`config.mk`:
```
export PLATFORM = sky130hd
export DESIGN_NAME = frame_write_ctrl
export DESIGN_NICKNAME = d
export VERILOG_FILES = /design/src/rtl/frame_cfg_pkg.sv /design/src/rtl/frame_strobe_decode.sv /design/src/rtl/frame_write_ctrl.sv
export SDC_FILE = /design/constraint.sdc
export NUM_CORES = 1
export LEC_CHECK = 0
export BUFFER_PORTS_ARGS = -buffer_cell sky130_fd_sc_hd__buf_2
export CAP_MARGIN = 20
export CORE_ASPECT_RATIO = 0.5
export CORE_MARGIN = 5
export CORE_UTILIZATION = 45
export CTS_BUF_LIST = sky130_fd_sc_hd__clkbuf_4 sky130_fd_sc_hd__clkbuf_8
export CTS_CLUSTER_DIAMETER = 60
export DETAILED_ROUTE_END_ITERATION = 7
export PLACE_DENSITY_LB_ADDON = 0.3
export SYNTH_ARGS = -nofsm -noshare
export SYNTH_HDL_FRONTEND = slang
export SYNTH_HIERARCHICAL = 1
export SYNTH_SLANG_ARGS = --single-unit
```
`constraint.sdc`:
```
create_clock -name CLK -period 23.2 [get_ports CLK]
set_input_delay 4.64 -clock CLK [delete_from_list [all_inputs] [get_ports CLK]]
set_output_delay 4.64 -clock CLK [all_outputs]
set_load 0.05 [all_outputs]
```
`src/rtl/frame_cfg_pkg.sv`:
```
// Shared configuration for the frame write controller: FSM encodings, header field layout
// and the checksum word definition (checksum used only with FRAME_WRITE_CHECK_EN).
package frame_cfg_pkg;

  typedef logic [2:0] state_t;

  localparam state_t StIdle   = 3'd0;
  localparam state_t StData   = 3'd1;
  localparam state_t StCheck  = 3'd2;
  localparam state_t StStrobe = 3'd3;
  localparam state_t StGap    = 3'd4;

  localparam int unsigned WordWidth     = 32;
  localparam int unsigned HdrColLsb     = 16;
  localparam int unsigned HdrColWidth   = 5;
  localparam int unsigned HdrFrameLsb   = 0;
  localparam int unsigned HdrFrameWidth = 5;

  typedef logic [WordWidth-1:0]     word_t;
  typedef logic [HdrColWidth-1:0]   col_t;
  typedef logic [HdrFrameWidth-1:0] frame_t;

  // Checksum is the running XOR of every data word in a frame.
  typedef logic [WordWidth-1:0] csum_t;

  function automatic col_t hdr_col(input word_t w);
    return w[HdrColLsb +: HdrColWidth];
  endfunction

  function automatic frame_t hdr_frame(input word_t w);
    return w[HdrFrameLsb +: HdrFrameWidth];
  endfunction

  function automatic csum_t csum_update(input csum_t acc, input word_t w);
    return acc ^ w;
  endfunction

endpackage

```
`src/rtl/frame_strobe_decode.sv`:
```
// Registered one-hot decode of {col, frame, enable} onto the flat frame strobe vector.
module frame_strobe_decode
  import frame_cfg_pkg::*;
#(
  parameter int unsigned NumCols      = 4,
  parameter int unsigned FramesPerCol = 20
) (
  input  logic                              CLK,
  input  logic                              RST,
  input  col_t                              col,
  input  frame_t                            frame,
  input  logic                              enable,
  output logic [NumCols*FramesPerCol-1:0]   strobe
);

  localparam int unsigned Total = NumCols * FramesPerCol;

  logic [31:0]      sel;
  logic [Total-1:0] strobe_d;

  assign sel = 32'(col) * FramesPerCol + 32'(frame);

  for (genvar i = 0; i < Total; i++) begin : g_bit
    assign strobe_d[i] = enable && (sel == i);
  end

  always_ff @(posedge CLK or posedge RST) begin
    if (RST) begin
      strobe <= '0;
    end else begin
      strobe <= strobe_d;
    end
  end

endmodule

```
`src/rtl/frame_write_ctrl.sv`:
```
// Frame write controller: header + row words -> FrameData, then a one-cycle frame strobe.
// Define FRAME_WRITE_CHECK_EN to require an XOR checksum word after the data rows.
module frame_write_ctrl
  import frame_cfg_pkg::*;
#(
  parameter int unsigned FrameBitsPerRow = 32,
  parameter int unsigned MaxFramesPerCol = 20,
  parameter int unsigned NumberOfRows    = 16,
  parameter int unsigned NumberOfCols    = 4
) (
  input  logic                                    CLK,
  input  logic                                    RST,
  input  logic                                    s_valid,
  output logic                                    s_ready,
  input  logic [31:0]                             s_data,
  output logic [NumberOfRows*FrameBitsPerRow-1:0] FrameData,
  output logic [NumberOfCols*MaxFramesPerCol-1:0] FrameStrobe,
  output logic                                    done,
  output logic                                    err
);

  localparam int unsigned RowW = (NumberOfRows > 1) ? $clog2(NumberOfRows) : 1;
  localparam logic [RowW-1:0] LastRow = RowW'(NumberOfRows - 1);

  state_t          state_q, state_d;
  logic [RowW-1:0] row_q, row_d;
  col_t            col_q, col_d;
  frame_t          frame_q, frame_d;
  logic            err_q, err_d;
  logic            accept, hdr_ok, row_we, strobe_en;

  logic [FrameBitsPerRow-1:0] row_word;
  logic [FrameBitsPerRow-1:0] rows_q [NumberOfRows];

`ifdef FRAME_WRITE_CHECK_EN
  csum_t csum_q, csum_d;
`endif

  // Ready is forced low while reset is held so no word is consumed during reset.
  assign s_ready = !RST && ((state_q == StIdle) || (state_q == StData) ||
                            (state_q == StCheck));
  assign accept  = s_valid && s_ready;
  assign hdr_ok  = (32'(hdr_col(s_data)) < NumberOfCols) &&
                   (32'(hdr_frame(s_data)) < MaxFramesPerCol);
  assign row_word = FrameBitsPerRow'(s_data);

  always_comb begin
    state_d = state_q;
    row_d   = row_q;
    col_d   = col_q;
    frame_d = frame_q;
    err_d   = err_q;
    row_we  = 1'b0;
`ifdef FRAME_WRITE_CHECK_EN
    csum_d  = csum_q;
`endif
    case (state_q)
      StIdle: begin
        if (accept) begin
          if (hdr_ok) begin
            col_d   = hdr_col(s_data);
            frame_d = hdr_frame(s_data);
            row_d   = '0;
            state_d = StData;
`ifdef FRAME_WRITE_CHECK_EN
            csum_d  = '0;
`endif
          end else begin
            err_d = 1'b1;
          end
        end
      end
      StData: begin
        if (accept) begin
          row_we = 1'b1;
`ifdef FRAME_WRITE_CHECK_EN
          csum_d = csum_update(csum_q, s_data);
`endif
          if (row_q == LastRow) begin
`ifdef FRAME_WRITE_CHECK_EN
            state_d = StCheck;
`else
            state_d = StStrobe;
`endif
          end else begin
            row_d = row_q + 1'b1;
          end
        end
      end
`ifdef FRAME_WRITE_CHECK_EN
      StCheck: begin
        if (accept) begin
          if (s_data == csum_q) begin
            state_d = StStrobe;
          end else begin
            err_d   = 1'b1;
            state_d = StIdle;
          end
        end
      end
`endif
      StStrobe: state_d = StGap;
      StGap:    state_d = StIdle;
      default:  state_d = StIdle;
    endcase
  end

  always_ff @(posedge CLK or posedge RST) begin
    if (RST) begin
      state_q <= StIdle;
      row_q   <= '0;
      col_q   <= '0;
      frame_q <= '0;
      err_q   <= 1'b0;
    end else begin
      state_q <= state_d;
      row_q   <= row_d;
      col_q   <= col_d;
      frame_q <= frame_d;
      err_q   <= err_d;
    end
  end

`ifdef FRAME_WRITE_CHECK_EN
  always_ff @(posedge CLK or posedge RST) begin
    if (RST) begin
      csum_q <= '0;
    end else begin
      csum_q <= csum_d;
    end
  end
`endif

  always_ff @(posedge CLK or posedge RST) begin
    if (RST) begin
      for (int unsigned r = 0; r < NumberOfRows; r++) begin
        rows_q[r] <= '0;
      end
    end else if (row_we) begin
      rows_q[row_q] <= row_word;
    end
  end

  for (genvar g = 0; g < NumberOfRows; g++) begin : g_row
    assign FrameData[g*FrameBitsPerRow +: FrameBitsPerRow] = rows_q[g];
  end

  // Decoder is registered, so it is armed on the cycle the FSM moves into STROBE.
  assign strobe_en = (state_d == StStrobe);

  frame_strobe_decode #(
    .NumCols      (NumberOfCols),
    .FramesPerCol (MaxFramesPerCol)
  ) u_strobe_decode (
    .CLK    (CLK),
    .RST    (RST),
    .col    (col_q),
    .frame  (frame_q),
    .enable (strobe_en),
    .strobe (FrameStrobe)
  );

  assign done = (state_q == StGap);
  assign err  = err_q;

endmodule

```
==> results.tsv, run 1 <==
stage	metric	value	unit
detailed_routing	ANT nets after route	0	
logic_synthesis	Post-Synthesis Cells	1440	
logic_synthesis	Async SR Flop Fraction	1.00	
cts	Worst-Skew Late Latency	660	ps
critical_path	Setup CP Type	in2out	
floorplanning	die area	56900	sq um
critical_path	reg2reg path depth	5	
critical_path	Worst setup SP type	input pin	
logic_synthesis	Top FF cell, synth	dfrtp_1	
logic_synthesis	post-synthesis net count	1490	
logic_synthesis	mean area per synthesized cell	16.2	sq um
finish	# nets final	2123	
detailed_routing	drt drc	0	
critical_path	Worst Path Arrival	5400	ps
global_routing	number of global-route vias before repair	15000	
critical_path	Critical Path End	s_ready	
cts	Root Driver	clkbuf_8	
floorplanning	core area	51700	sq um
logic_synthesis	sequential-to-total area share from yosys stat	0.653	
cts	hold_buf cts	0	
finish	fin area	28900	sq um
job	MaxCap Viol Count	0	
power	P_leak	16.2	nW
detailed_routing	DR vias	14600	
sta	RSZ-0062 raised after global routing	no	
finish	multi-input logic area	7490	sq um
sta	Tightest Pin Transition	1110	ps
cts	CTS max path bufs	3	
critical_path	crit path from	RST	
critical_path	CP Capture Type	primary output	
detailed_routing	DR iter-0 viols	764	
detailed_routing	final wirelength	68500	um
cts	total CTS buffers	88	
finish	register area	15300	sq um
logic_synthesis	YS warnings	6	
logic_synthesis	Post-synth EDFFs	0	
logic_synthesis	Synth Register Bits	610	
place	Placer Congestion	0.799	
run_status	status	finished clean	
place	Post-DP HPWL	46600	um
sta	final number of setup-violating endpoints	0	
logic_synthesis	unique cell type count in the Yosys netlist	51	
place	placed cells	2682	
sta	Final Slew Violations	0	
cts	Post-CTS Resized	0	
cts	clock-pin slew on the worst setup and hold paths	60	ps
critical_path	Critical Path RT	18560	ps
sta	setup TNS	0	ps
floorplanning	initial core utilization	0.452	
finish	ratio of cells with drive above 1 in the final layout	0.520	
sta	Final Skew	16.4	ps
sta	final-report hold violation count	0	
floorplanning	Boundary Pins	630	
finish	non-filler cells, final	2842	
global_routing	gr ovfl total	0	
logic_synthesis	mapped cell area	23400	sq um
global_routing	pin count of the biggest net entering global routing	175	
finish	commonest non-fill, non-tap cells in the layout	629 x buf_2, 610 x dfrtp_1, 270 x mux2_1	
critical_path	Crit Reg-Reg Startpoint	state_q[2]$_DFF_PP0_	
cts	total setup buffers inserted after CTS	0	
cts	Clock Sinks	610	
detailed_routing	Vias/cell	5.12	
sta	crit share post-route	0.433	
detailed_routing	Pre-antenna DRT Iters	5	
sta	max_slew headroom	0.262	
global_routing	Total GRT Usage	0.235	
sta	min cycle time layout	10040	ps
critical_path	reg2reg end	FrameData[406]$_DFFE_PP0P_	
finish	commonest non-fill, non-tap cell in the layout	buf_2	
detailed_routing	Avg WL per Cell	24.1	um
sta	Max Freq	99.6	MHz
place	dpl cell area	27000	sq um
critical_path	reg-to-reg slack, setup	19420	ps
critical_path	critical path peak fanout	5	
place	IO Port Bufs	629	
floorplanning	num rows	59	
floorplanning	Die Span Y	171	um
finish	fillcell total	4325	
power	Max IR drop VDD	0.000101	V
cts	CTS tree	yes	
cts	H-tree depth	3	
power	PD cells	139	nW/um^2
worst_hold_path	hold crit path type	reg2reg	
global_routing	first-pass GRT wire length	99800	um
finish	area grow syn2layout	23.8	%
floorplanning	chip width	332	um
global_routing	antenna violations before repair	1	
synthesized netlist by cell type (3+ instances only):
cell	number	share of area
nor2b_1	10	0.0027
mux2_2	249	0.12
nor3_2	36	0.015
dfrtp_1	610	0.65
and2_1	3	0.00080
buf_6	17	0.0082
inv_1	9	0.0014
nand4_1	12	0.0032
ha_1	13	0.0070
nor3_1	45	0.0096
buf_4	8	0.0026
nand3_4	9	0.0067
clkbuf_1	35	0.0056
nand4b_1	8	0.0030
o211ai_1	3	0.00096
nand2_1	5	0.00080
mux2_1	270	0.13
buf_2	40	0.0086
nor2_1	9	0.0014
nand3_1	8	0.0017
flip-flops by register name (all words and copies together), names as in the netlist:
| name | count |
|---|---|
| state_q | 3 |
| frame_q | 5 |
| FrameData | 512 |
| row_q | 4 |
| u_strobe_decode/strobe | 80 |
| err | 1 |
| col_q | 5 |
metal layers:
layer  global-route usage  vias to the layer above  share of wire
met4               0.0998                        0          0.041
met3               0.0385                      149          0.030
li1                     -                     6347              -
met2                0.423                      326           0.53
met5                    0                        -              0
met1                0.285                     7730           0.40
worst max-delay path: stages:
cell and delay (ps):
buf_2 160, a211oi_1 280, buf_2 320
cells by family after synthesis:
logic type | Yosys count | share of synthesized area
compound gates | 22 | 0.00819
xor+xnor | 3 | 0.00112
fa+ha+maj | 15 | 0.00868
buf+inv | 113 | 0.0278
flops | 610 | 0.653
mux | 521 | 0.251
simple gates | 156 | 0.0499
worst min-delay path by stage:
stage                                          start                         end  slack (ps)  cells past startpoint
after global placement               err$_DFFE_PP0P_             err$_DFFE_PP0P_         450                      2
after detailed placement             err$_DFFE_PP0P_             err$_DFFE_PP0P_         470                      2
after floorplan               frame_q[2]$_DFFE_PP0P_      frame_q[2]$_DFFE_PP0P_         480                      1
after global routing      FrameData[197]$_DFFE_PP0P_  FrameData[197]$_DFFE_PP0P_         490                      1
final                     FrameData[268]$_DFFE_PP0P_  FrameData[268]$_DFFE_PP0P_         480                      1
after CTS                            err$_DFFE_PP0P_             err$_DFFE_PP0P_         490                      2
metrics by stage:
step | worst slack (ps) | hold WS, ps | total power, W | util
global placement | 13200 | 448 | 0.00309 | 0.522
detailed placement | 13230 | 470 | 0.00312 | 0.522
CTS | 13170 | 486 | 0.00404 | 0.559
finish | 13160 | 482 | 0.00401 | 0.560
floorplan | 3750 | 485 | 0.00268 | -
global route | 13170 | 493 | 0.00416 | 0.560
power breakdown:
group | internal [W] | switching (W)
logic | 0.000363 | 0.00128
registers | 0.00132 | 0.000127
clock network | 0.000508 | 0.000413
cell type report:
class / instances / share of cell area
Clock buffer: 143 / 0.0615
Clock inverter: 13 / 0.00471
Sequential cell: 610 / 0.528
Antenna cell: 2 / 0.000173
Multi-Input combinational cell: 717 / 0.259
Timing Repair Buffer: 647 / 0.115
Inverter: 9 / 0.00143
Tap cell: 701 / 0.0303
(Power assumes the default switching activity.)
==> run 2: changes to the inputs <==
- clock period: 23.2 -> 10.28 ns (I/O delays scaled with it)
==> results.tsv, run 2 (synthesis results as in run 1) <==
stage	metric	value	unit	change
run_status	status	finished clean		
sta	crit share post-route	0.465		
sta	Tightest Pin Transition	1090	ps	-21.6 ps
cts	hold_buf cts	0		unchanged
floorplanning	core area	51700	sq um	unchanged
cts	Post-CTS Resized	0		unchanged
cts	total CTS buffers	88		unchanged
global_routing	gr ovfl total	0		unchanged
detailed_routing	drt drc	0		unchanged
power	Max IR drop VDD	0.000201	V	+99%
critical_path	WP depth	3		unchanged
cts	CTS max path bufs	3		unchanged
finish	max reg flops	512		unchanged
critical_path	Setup CP Type	in2out		
cts	Worst-Skew Late Latency	660	ps	about the same
detailed_routing	ANT nets after route	0		unchanged
finish	commonest non-fill, non-tap cells in the layout	629 x buf_2, 610 x dfrtp_1, 270 x mux2_1		
critical_path	CP max-delay cell	buf_2		
detailed_routing	DR vias	14700		+1.1%
finish	fin area	29000	sq um	about the same
detailed_routing	final wirelength	70400	um	+2.7%
floorplanning	die area	56900	sq um	unchanged
sta	Final Skew	20.6	ps	+4.15 ps
sta	min cycle time layout	4780	ps	
critical_path	Worst setup SP type	input pin		
place	pre-CTS setup slack	4890	ps	-8340 ps
finish	utilization after layout	0.560		about the same
detailed_routing	DR iter-0 viols	879		+15%
floorplanning	initial core utilization	0.452		unchanged
cts	CTS tree	yes		
critical_path	reg2reg path depth	5		unchanged
critical_path	reg-to-reg slack, setup	6590	ps	-12830 ps
global_routing	antenna violations before repair	1		unchanged
cts	Clock Sinks	610		unchanged
sta	Max Freq	209	MHz	
floorplanning	chip width	332	um	unchanged
global_routing	pin count of the biggest net entering global routing	184		+5.1%
finish	fillcell total	4358		+0.76%
worst_hold_path	Hold Path Depth	2		+1
worst_hold_path	hold crit path type	reg2reg		
critical_path	Worst Path Arrival	2720	ps	-2680 ps
cts	Root Driver	clkbuf_8		
critical_path	critical path peak fanout	5		unchanged
sta	max_slew headroom	0.276		+0.0144
sta	Final Slew Violations	0		unchanged
global_routing	number of global-route vias before repair	15200		+1.5%
cts	H-tree depth	3		unchanged
job	MaxCap Viol Count	0		unchanged
critical_path	Critical Path RT	8220	ps	-10340 ps
critical_path	CP Capture Type	primary output		
detailed_routing	Vias/cell	5.18		+1.1%
finish	ratio of cells with drive above 1 in the final layout	0.520		unchanged
detailed_routing	Avg WL per Cell	24.8	um	+2.7%
finish	multi-input logic area	7490	sq um	unchanged
global_routing	Total GRT Usage	0.241		+0.00637
sta	worst setup margin	5500	ps	-7660 ps
power	P_leak	16.2	nW	about the same
place	Placer Congestion	0.791		-1.0%
detailed_routing	Pre-antenna DRT Iters	4		-1
sta	hold slack	469	ps	-13.2 ps
floorplanning	Die Span Y	171	um	unchanged
sta	final number of setup-violating endpoints	0		unchanged
global_routing	first-pass GRT wire length	102000	um	+2.7%
critical_path	Critical path buffers and inverters	2		unchanged
finish	area grow syn2layout	23.9	%	about the same
floorplanning	num rows	59		unchanged
place	Post-DP HPWL	47400	um	+1.6%
cts	total setup buffers inserted after CTS	0		unchanged
critical_path	worst stage delay on the critical path	310	ps	about the same
critical_path	Cell Chain, Critical Path	buf_2 > a211oi_1 > buf_2		
cts	clock-pin slew on the worst setup and hold paths	60	ps	about the same
floorplanning	Boundary Pins	630		unchanged
sta	setup TNS	0	ps	unchanged
power	PD cells	312	nW/um^2	+130%
critical_path	cell mode on critical path	buf_2		
finish	commonest non-fill, non-tap cell in the layout	buf_2		
critical_path	CP top delay family	buffers and inverters		
place	dpl cell area	27000	sq um	about the same
sta	RSZ-0062 raised after global routing	no		
finish	# nets final	2124		+0.047%
sta	final-report hold violation count	0		unchanged
place	IO Port Bufs	629		unchanged
finish	register area	15300	sq um	unchanged
==> run 2: changes by cell type in the layout (fill, tap and decap cells not counted), moves of 2 or more <==
cell / previous run / this run
inv_6: 3 / 1
clkinvlp_4: 4 / 7
clkbuf_4: 30 / 25
clkinv_2: 4 / 7
buf_16: 1 / 4
buf_4: 15 / 12
bufinv_16: 2 / 0
==> run 2: worst reg2reg max path, delay by kind of cell, from the launching register on <==
family | cells | cell delay, ps
buffers and inverters | 1 | 570
DFF | 1 | 440
muxes | 1 | 350
and+or+nand+nor | 3 | 2200
==> run 2: power breakdown <==
group	switching [W]	internal, W
registers	0.000300	0.00298
clock network	0.000959	0.00109
logic	0.00288	0.000823
==> run 2: cell type report <==
cell class	count	share of cell area
flip-flops and latches	610	0.527
well taps	701	0.0303
diodes	2	0.000173
clock buffers	139	0.0607
inverters	9	0.00130
repair buffers	648	0.118
clock inverters	16	0.00376
multi-input cells	717	0.259
==> run 2: worst paths after layout <==
kind	start	endpoint
min	err$_DFFE_PP0P_	err$_DFFE_PP0P_
min in group asynchronous	RST	u_strobe_decode/strobe[47]$_DFF_PP0_
max reg2reg	state_q[2]$_DFF_PP0_	FrameData[409]$_DFFE_PP0P_
min reg2reg	err$_DFFE_PP0P_	err$_DFFE_PP0P_
max in group asynchronous	RST	FrameData[101]$_DFFE_PP0P_
max	RST	s_ready
==> run 2: metrics by stage <==
step | std cells | total power (W)
floorplan | 1440 | 0.00606
global placement | 2680 | 0.00697
detailed placement | 2680 | 0.00704
CTS | 2835 | 0.00909
global route | 2841 | 0.00938
finish | 2842 | 0.00903
==> run 2: metal layers <==
layer / GRT usage / vias to the layer above / part of all wire
li1: - / 6360 / -
met1: 0.298 / 7809 / 0.40
met2: 0.421 / 379 / 0.52
met3: 0.0444 / 171 / 0.038
met4: 0.108 / 0 / 0.045
met5: 0 / - / 0
